[config.mk]
export PLATFORM = sky130hd
export DESIGN_NAME = fp16_pack_out
export DESIGN_NICKNAME = d
export VERILOG_FILES = /design/src/rtl/fp16_pack_out.sv
export SDC_FILE = /design/constraint.sdc
export NUM_CORES = 1
export LEC_CHECK = 0
export ABC_AREA = 1
export BUFFER_PORTS_ARGS = -buffer_cell sky130_fd_sc_hd__buf_2
export CAP_MARGIN = 20
export CORE_ASPECT_RATIO = 1.4
export CORE_MARGIN = 1
export CORE_UTILIZATION = 57
export DETAILED_ROUTE_END_ITERATION = 12
export GPL_ROUTABILITY_DRIVEN = 0
export PLACE_DENSITY = 0.8
export SYNTH_ARGS = -nofsm -noshare
export SYNTH_HDL_FRONTEND = slang
export SYNTH_SLANG_ARGS = --single-unit
[constraint.sdc]
create_clock -name clk -period 2.4 [get_ports clk]
set_input_delay 0.48 -clock clk [delete_from_list [all_inputs] [get_ports clk]]
set_output_delay 0.48 -clock clk [all_outputs]
set_load 0.02 [all_outputs]
[src/rtl/fp16_pack_out.sv]
// Final MAC stage: packs {sign, norm_sum, exp_final} into binary16 and queues the
// result in a small valid/ready FIFO, counting overflow and underflow events.
module fp16_pack_out #(
  parameter int unsigned FIFO_DEPTH = 2,
  parameter int unsigned CNT_W      = 8
) (
  input  logic             clk,
  input  logic             rst,
  input  logic             in_valid,
  output logic             in_ready,
  input  logic             sign,
  input  logic [10:0]      norm_sum,
  input  logic [6:0]       exp_final,
  output logic             out_valid,
  input  logic             out_ready,
  output logic [15:0]      out_fp16,
  output logic [1:0]       out_flags,
  input  logic             cnt_clr,
  output logic [CNT_W-1:0] ovf_cnt,
  output logic [CNT_W-1:0] unf_cnt
);

  localparam int unsigned AW = $clog2(FIFO_DEPTH);

  logic signed [7:0] exp_b;
  logic [7:0]        sh;
  logic [9:0]        sub_mant;
  logic [15:0]       pk_fp16;
  logic              pk_ovf;
  logic              pk_unf;

  // Biased exponent in 8-bit signed arithmetic so it never wraps.
  assign exp_b    = $signed({exp_final[6], exp_final}) + 8'sd15;
  assign sh       = 8'd1 - exp_b;
  assign sub_mant = 10'(norm_sum >> sh);

  always_comb begin
    pk_fp16 = '0;
    pk_ovf  = 1'b0;
    pk_unf  = 1'b0;
    if (norm_sum == '0) begin
      pk_fp16 = '0;
    end else if (exp_b >= 8'sd31) begin
      pk_fp16 = {sign, 5'h1F, 10'h000};
      pk_ovf  = 1'b1;
    end else if (exp_b >= 8'sd1) begin
      pk_fp16 = {sign, exp_b[4:0], norm_sum[9:0]};
    end else if (sh <= 8'd10) begin
      pk_fp16 = {sign, 5'h00, sub_mant};
    end else begin
      pk_fp16 = {sign, 15'h0000};
      pk_unf  = 1'b1;
    end
  end

  logic [AW:0] wr_ptr_q, rd_ptr_q;
  logic        full, empty, push, pop;
  logic [17:0] mem [FIFO_DEPTH];
  logic [17:0] head;

  assign full      = (wr_ptr_q[AW] != rd_ptr_q[AW]) && (wr_ptr_q[AW-1:0] == rd_ptr_q[AW-1:0]);
  assign empty     = (wr_ptr_q == rd_ptr_q);
  assign in_ready  = !full;
  assign out_valid = !empty;
  assign push      = in_valid && in_ready;
  assign pop       = out_valid && out_ready;
  assign head      = mem[rd_ptr_q[AW-1:0]];
  // Gate the head so an empty FIFO always presents zeros.
  assign out_fp16  = out_valid ? head[15:0]  : '0;
  assign out_flags = out_valid ? head[17:16] : '0;

  always_ff @(posedge clk) begin
    if (push) begin
      mem[wr_ptr_q[AW-1:0]] <= {pk_ovf, pk_unf, pk_fp16};
    end
  end

  always_ff @(posedge clk or negedge rst) begin
    if (!rst) begin
      wr_ptr_q <= '0;
      rd_ptr_q <= '0;
    end else begin
      if (push) wr_ptr_q <= wr_ptr_q + {{AW{1'b0}}, 1'b1};
      if (pop)  rd_ptr_q <= rd_ptr_q + {{AW{1'b0}}, 1'b1};
    end
  end

  logic [CNT_W-1:0] ovf_cnt_q, unf_cnt_q;

  always_ff @(posedge clk or negedge rst) begin
    if (!rst) begin
      ovf_cnt_q <= '0;
      unf_cnt_q <= '0;
    end else if (cnt_clr) begin
      ovf_cnt_q <= '0;
      unf_cnt_q <= '0;
    end else begin
      if (push && pk_ovf && (ovf_cnt_q != '1)) ovf_cnt_q <= ovf_cnt_q + 1'b1;
      if (push && pk_unf && (unf_cnt_q != '1)) unf_cnt_q <= unf_cnt_q + 1'b1;
    end
  end

  assign ovf_cnt = ovf_cnt_q;
  assign unf_cnt = unf_cnt_q;

endmodule

==> flow_summary_export.csv, run 1 <==
group,metric,value,unit
route,wl_per_cell,14.6,um
yosys,ys_types,36,
worst_hold_path,min_path_type,"primary input to asynchronous set/reset pin",
timing,worstMarginPinSlew,0.552,ns
timing,hold_viol,0,
yosys,synth_fp_nets,486,
timing,setup_slack,-0.00468,ns
clock_network,cts_tree,"done",
yosys,synth_top_area_cell,"edfxtp_1",
layout,n_fill_cell,428,
clock_network,htreeDepth,2,
route,routed_wl,9.11,mm
floorplanning,die_w,69.8,um
timing,slew_headroom,0.632,
placed_design,dp_cells,613,
placed_design,place_hpwl,6.59,mm
setup_path,slowest_stage,"nor3_4",
power,vdd_drop_max,0.000545,V
yosys,ys_ff_latch,56,
yosys,yosys-top-cells-area,"edfxtp_1 29%, dfrtp_1 14%, nand2_1 12%, a21oi_1 5.5%, nand3_1 4.8%",
setup_path,cp-start-kind,"primary input",
power,p_int,0.00255,W
setup_path,critPathTopFamily,"simple AND/OR/NAND/NOR gates",
layout,drive_above_1_share,0.348,
global_routing,grt_max_degree,21,
floorplanning,die-area,6760,um2
floorplanning,initial_utilization,0.590,
setup_path,cp_cell_sequence,"buf_12 -> inv_12 -> ha_4 -> xnor2_4 -> ha_4 -> nand3_4 -> nor2_4 -> nand2_2 -> nand2_4 -> nand2_4 -> inv_2 -> nand2_2 -> nor3_4 -> nand2_4 -> nor2_4 -> nand3_2 -> nand3_2 -> nand2_2 -> inv_2",
global_routing,grt_pass1_wl,15.0,mm
setup_path,critPathKind,"primary input to flop",
run_status,outcome,"finished with violations",
yosys,yosysSeqAreaShare,0.431,
clock_network,clk_pin_slew,0.09,ns
route,drtIter0Drc,249,
power,power.leakage,2.17,nW
timing,maxSlewViolCount,0,
layout,diodes,0,
route,drc,0,
floorplanning,std_cell_rows,34,
clock_network,clk_latency,0.31,ns
clock_network,cts_root_buf,"clkbuf_8",
clock_network,clock_sinks,56,
timing,min_period,2.40,ns
timing,timing.final.crit_share,1.00,
global_routing,grt_pass1_vias,3564,
global_routing,track_usage,0.274,
power,p_per_area,919,nW/um2
run_status,failed_checks,"setup timing",
setup_path,path_max_fanout,4,
layout,area_growth,30.1,%
yosys,syn_avg_cell_area,8.06,um2
layout,fin_nets,584,
route,firstDrtPassIters,5,
global_routing,antenna_found_initial,0,
timing,setup_viol,2,
timing,fin_tns_setup,-0.00932,ns
timing,max_freq,0.416,GHz
route,vias,3551,
power,p_sw_frac,0.419,
timing,rsz0062_at_grt,"true",
route,ant_nets,0,
power,total_power,0.00438,W
layout,finalNonFillerCells,626,
placed_design,port_buffers,59,
timing,finClkSkew,0.00681,ns
setup_path,cpPeakStageDelay,0.22,ns
power,p_switching,0.00183,W
global_routing,grt_overflow_total,0,
yosys,syn_area,3670,um2
clock_network,numCtsBuffers,5,
floorplanning,dieHeight,96.9,um
setup_path,cp.required,2.59,ns
route,avgViaCountPerCell,5.67,
setup_path,worst-path-buf-inv,4,
clock_network,clock_path_buffers,2,
yosys,ys_warn_count,0,
yosys,synth_cells,455,
floorplanning,core_area,6210,um2
power,power_frac_seq,0.324,
layout,postLayoutCoreUtil,0.768,
floorplanning,ioPinCount,60,
setup_path,cp.arrival,2.59,ns
power,pwr-share-clk,0.185,
yosys,netlist.area_leader.share,0.295,
power,combinationalPowerShare,0.492,
run,maxCapViolations,0,
setup_path,worst_setup_path_end_kind,"flop",
-- sequential cells by signal, indices dropped and copies added (netlist names) --
signal / count
ovf_cnt: 8
rd_ptr_q: 2
mem: 36
wr_ptr_q: 2
unf_cnt: 8
-- logic make-up (layout without fill, tap and decap cells) --
logic type	after synthesis	in the layout	synth area share
AOI/OAI and AO/OA	75	75	0.109
xor gates and xnor gates	12	12	0.0307
adders and majority gates	7	7	0.0239
buffers and inverters	61	160	0.0659
DFF	56	56	0.431
and+or+nand+nor	244	244	0.339
-- layout make-up --
class | instances | area (um2) | area share
clock buffers | 5 | 68.8 | 0.0144
clock inverters | 3 | 90.1 | 0.0189
inverters | 50 | 203 | 0.0425
multi-input cells | 338 | 2040 | 0.427
flip-flops and latches | 56 | 1580 | 0.332
well taps | 72 | 90.1 | 0.0189
repair buffers | 102 | 698 | 0.146
-- layer usage --
layer / wire [um] / share of wire / GRT usage
met1: 3360 / 0.37 / 0.296
met2: 4960 / 0.54 / 0.504
met3: 400 / 0.044 / 0.0313
met4: 397 / 0.044 / 0.160
met5: 0 / 0 / 0
-- worst paths after layout --
kind / endpoint / slack (ns) / cells after the start / startpoint
min in group clk: ovf_cnt[4] / 0.42 / 2 / cnt_clr
min: ovf_cnt[2] / 0.1 / 1 / rst
min reg2reg: rd_ptr_q[1] / 0.49 / 1 / rd_ptr_q[1]
max reg2reg: ovf_cnt[6] / 0.65 / 10 / rd_ptr_q[1]
max: mem[1][4] / -0.005 / 19 / exp_final[0]
max in group asynchronous: rd_ptr_q[0] / 1.98 / 1 / rst
-- through the flow --
step | worst slack (ns) | hold WS (ns) | instance area [um2]
final | -0.00468 | 0.0955 | 4770
after global placement | -0.216 | 0.442 | 4390
after detailed placement | -0.371 | 0.449 | 4390
after CTS | 0.0147 | 0.110 | 4560
after global routing | -0.110 | 0.142 | 4770
after floorplan | -0.161 | 0.184 | 3750
-- power by group through the flow --
stage / logic, W / clock network, W / registers (W)
3_5_place_dp: 0.00206 / 0 / 0.00143
4_1_cts: 0.00209 / 0.000817 / 0.00142
3_3_place_gp: 0.00202 / 0 / 0.00143
6_report: 0.00215 / 0.000810 / 0.00142
2_1_floorplan: 0.00133 / 0 / 0.00143
5_1_grt: 0.00234 / 0.000851 / 0.00144
-- cells in the final DEF (no fill, tap or decap), types with 2 or more instances in the layout --
cell type and n:
nor3_1 9, a21oi_2 11, clkinv_1 2, nor2_4 8, nor4_1 3, nand2_4 10
nor2_1 23, buf_4 38, nand2_2 18, xor2_1 7, o31ai_1 3, nand3_1 29
dfrtp_1 19, a21oi_1 29, edfxtp_1 36, nand4_1 14, ha_4 2, buf_12 4
nand3_4 3, xnor2_1 3, nand3_2 8, nor2_2 4, o21ai_0 20, inv_1 39
clkbuf_8 5, o21ai_1 7, ha_1 5, bufinv_16 3, buf_2 57, nand2_1 111
inv_2 7, buf_6 2
-- repair_timing --
item	CTS	global route
hold buffers	0	0
gates cloned	0	1
setup buffers	0	4
pin swaps	1	29
endpoints found under the setup margin	5	38
endpoints found under the hold margin	0	0
resized for setup	3	41
-- synthesized netlist by cell type --
cell type and instances:
a211oi_2 1, nor3_4 1, inv_2 6, nand2_1 116, o21ai_0 21, nor2_8 1, nor2_2 3, nor2_4 5
xnor2_2 1, nand2_2 15, nand3_1 35, ha_1 7, o21ai_2 1, nand4_1 14, inv_1 42, xnor2_1 3
a21oi_1 40, o31ai_1 4, o21ai_1 7, nor4_1 3, nor3_1 9, nand2_4 8, clkinv_1 2, buf_2 4
nor2_1 27, nand4_2 1, buf_6 1, a21boi_1 1, dfrtp_1 20, buf_1 1, nand3_2 3, xor2_1 8
nor3b_1 1, clkbuf_1 5, edfxtp_1 36, nand3_4 2
No activity file was read; power rests on OpenSTA's default activity.
==> run 2: changes to the inputs <==
--- a/config.mk
+++ b/config.mk
@@ -5,7 +5,6 @@
 export SDC_FILE = /design/constraint.sdc
 export NUM_CORES = 1
 export LEC_CHECK = 0
-export ABC_AREA = 1
 export BUFFER_PORTS_ARGS = -buffer_cell sky130_fd_sc_hd__buf_2
 export CAP_MARGIN = 20
 export CORE_ASPECT_RATIO = 1.4
@@ -13,7 +12,7 @@
 export CORE_UTILIZATION = 57
 export DETAILED_ROUTE_END_ITERATION = 12
 export GPL_ROUTABILITY_DRIVEN = 0
-export PLACE_DENSITY = 0.8
+export PLACE_DENSITY = 0.81
 export SYNTH_ARGS = -nofsm -noshare
 export SYNTH_HDL_FRONTEND = slang
 export SYNTH_SLANG_ARGS = --single-unit
==> run 2 against run 1 <==
Net effect: the run ends with DRC, setup timing left; first-iteration DRC count down 2.0%; hold slack better by 0.0021 ns; combinational power rose by 3%; utilization increased by 5.0 points; sequential power about the same; critical path type unchanged; fmax decreased by 5.9%; critical endpoint is now unf_cnt[6]; flip-flop and latch count unchanged; design area is 2.7% higher; clock-buffer cell count did not move; largest power group unchanged; clock power down 34%; routed wire length is 8.3% higher.
==> flow_summary_export.csv, run 2 <==
group,metric,value,unit
setup_path,cp_cell_sequence,"buf_8 -> clkinv_8 -> ha_4 -> or3b_1 -> a311o_1 -> buf_4 -> a211oi_2 -> o22a_2 -> nand2_4 -> or4_4 -> a21oi_2",
floorplanning,core_area,5990,um2
power,combinationalPowerShare,0.532,
yosys,synth_cells,363,
floorplanning,die_w,69.1,um
global_routing,met3_usage,0.0461,
floorplanning,std_cell_rows,33,
route,vias,3398,
timing,slew_headroom,0.663,
clock_network,htreeDepth,2,
setup_path,cpPeakStageDelay,0.51,ns
global_routing,met1_usage,0.307,
yosys,ys_ff_latch,56,
setup_path,r2r_slack,0.15,ns
yosys,yosys-top-cells-area,"edfxtp_1 30%, dfrtp_1 14%, mux2i_1 8.1%, nor2_1 4.9%, nand2_1 3.8%",
yosys,ys_warn_count,0,
yosys,yosysSeqAreaShare,0.440,
global_routing,grt_max_degree,22,
floorplanning,ioPinCount,60,
setup_path,worst_setup_path_end_kind,"flop",
yosys,synth_fp_nets,394,
power,p_switching,0.00178,W
clock_network,cts_root_buf,"clkbuf_8",
placed_design,port_buffers,59,
global_routing,grt_pass1_vias,3219,
global_routing,gr-max-usage-layer,"met2",
timing,setup_viol,30,
power,pwr-share-clk,0.127,
timing,hold_viol,0,
power,p_int,0.00239,W
route,drc,2,
layout,area_growth,36.4,%
setup_path,critPathTopFamily,"simple AND/OR/NAND/NOR gates",
route,avgViaCountPerCell,6.10,
run_status,failed_checks,"DRC, setup timing",
yosys,ys_types,64,
global_routing,antenna_found_initial,0,
clock_network,clk_pin_slew,0.10,ns
run,maxCapViolations,0,
clock_network,clk_latency,0.31,ns
placed_design,place_area,4410,um2
route,firstDrtPassIters,9,
timing,worstMarginPinSlew,0.492,ns
timing,finClkSkew,0.00797,ns
timing,maxSlewViolCount,0,
yosys,ys_top_cells_by_count,"47 x nor2_1, 36 x edfxtp_1, 36 x nand2_1",
run_status,outcome,"finished with violations",
floorplanning,die-area,6630,um2
yosys,synth_top_area_cell,"edfxtp_1",
route,ant_nets,0,
setup_path,cp-start-kind,"primary input",
route,drtIter0Drc,244,
clock_network,numCtsBuffers,5,
layout,largest_reg_flops,36,
clock_network,clock_path_buffers,2,
global_routing,grt_pass1_wl,14.9,mm
power,power.leakage,2.20,nW
yosys,async_flop_share,0.357,
timing,min_period,2.55,ns
power,p_sw_frac,0.426,
yosys,syn_area,3590,um2
layout,mostFrequentLayoutCell,"buf_4",
layout,final_cell_mix,"65 x buf_4, 57 x buf_2, 46 x nor2_1",
clock_network,cts_tree,"done",
yosys,netlist.area_leader.share,0.301,
floorplanning,dieHeight,95.9,um
setup_path,worst-path-buf-inv,3,
layout,fin_nets,517,
power,p_per_area,852,nW/um2
layout,diodes,0,
power,vdd_drop_max,0.000559,V
yosys,synth_edf_count,36,
timing,fin_tns_setup,-2.27,ns
layout,drive_above_1_share,0.400,
timing,setup_slack,-0.155,ns
yosys,syn_avg_cell_area,9.89,um2
yosys,synth.most_common_cell,"nor2_1",
global_routing,grt_overflow_total,0,
worst_hold_path,min_path_type,"primary input to asynchronous set/reset pin",
layout,fin_area,4900,um2
power,power_frac_seq,0.340,
setup_path,cp.arrival,2.80,ns
clock_network,ctsHoldBuffers,0,
placed_design,place_hpwl,6.60,mm
setup_path,critPathKind,"primary input to flop",
global_routing,met2_usage,0.537,
floorplanning,initial_utilization,0.600,
setup_path,slowest_stage,"or4_4",
global_routing,track_usage,0.288,
route,wl_per_cell,17.7,um
timing,max_freq,0.391,GHz
setup_path,path_max_fanout,7,
yosys,ys.flop_type,"edfxtp_1",
placed_design,dp_cells,532,
timing,rsz0062_at_grt,"true",
setup_path,cp.required,2.65,ns
timing,timing.final.crit_share,1.06,
clock_network,clock_sinks,56,
layout,finalNonFillerCells,557,
route,routed_wl,9.87,mm
==> run 2: cell count changes in the layout (fill, tap and decap cells not counted), moves of 17 or more <==
cell,before,now
inv_1,39,9
a21oi_1,29,12
mux2i_1,0,28
nand2_2,18,1
nand3_1,29,5
nor2_1,23,46
nand2_1,111,35
buf_4,38,65
==> run 2: path summary, 6_finish.rpt <==
kind,cells after the start,startpoint,end
worst max-delay path,11,exp_final[0],unf_cnt[6]
worst min-delay path,1,rst,rd_ptr_q[1]
worst max register to register,8,unf_cnt[3],unf_cnt[6]
worst min register to register,1,wr_ptr_q[1],wr_ptr_q[1]
max in group asynchronous,1,rst,ovf_cnt[1]
min in group clk,3,out_ready,rd_ptr_q[0]
==> run 2: power by group through the flow <==
stage	Clock, W	Combinational, W	Sequential, W
global placement	0	0.00203	0.00142
detailed placement	0	0.00208	0.00144
finish	0.000532	0.00222	0.00142
global route	0.000575	0.00239	0.00144
floorplan	0	0.00140	0.00142
CTS	0.000541	0.00216	0.00142
==> run 2: repair_timing <==
| item | in CTS | in global routing |
|---|---|---|
| buffers inserted | 7 | 9 |
| resized for setup | 31 | 25 |
| gates cloned | 1 | 0 |
| pin swaps | 13 | 16 |
| endpoints found under the setup margin | 30 | 39 |
==> run 2: area by class of cell <==
cell class              count  area (um2)
multi-input cells         279        2170
flip-flops and latches     56        1580
fillers                   347        1090
repair buffers            132         898
well taps                  70        87.6
clock buffers               5        68.8
inverters                  12        60.1
clock inverters             3        27.5
==> run 2: metal layers <==
metal,share of wire,routed length [um],up-vias
li1,-,-,1564
met1,0.35,3460,1596
met2,0.53,5220,177
met5,0,0,-
met4,0.064,627,0
met3,0.058,575,61
==> run 2: kinds of logic (layout without fill, tap and decap cells) <==
family | after synthesis | in the layout | share of synthesized area
compound gates | 69 | 70 | 0.140
flops | 56 | 56 | 0.440
fa+ha+maj | 7 | 7 | 0.0244
simple gates | 143 | 143 | 0.198
buf+inv | 29 | 152 | 0.0355
xor+xnor | 23 | 23 | 0.0561
mux | 36 | 36 | 0.106
==> run 2: through the flow <==
step / hold WS [ns] / total power [W] / setup slack, ns / util
6_report: 0.0975 / 0.00417 / -0.155 / 0.818
3_3_place_gp: 0.449 / 0.00345 / -0.464 / 0.736
3_5_place_dp: 0.449 / 0.00352 / -0.613 / 0.736
4_1_cts: 0.104 / 0.00412 / -0.138 / 0.790
5_1_grt: 0.124 / 0.00441 / -0.223 / 0.818
2_1_floorplan: 0.184 / 0.00282 / -0.296 / -
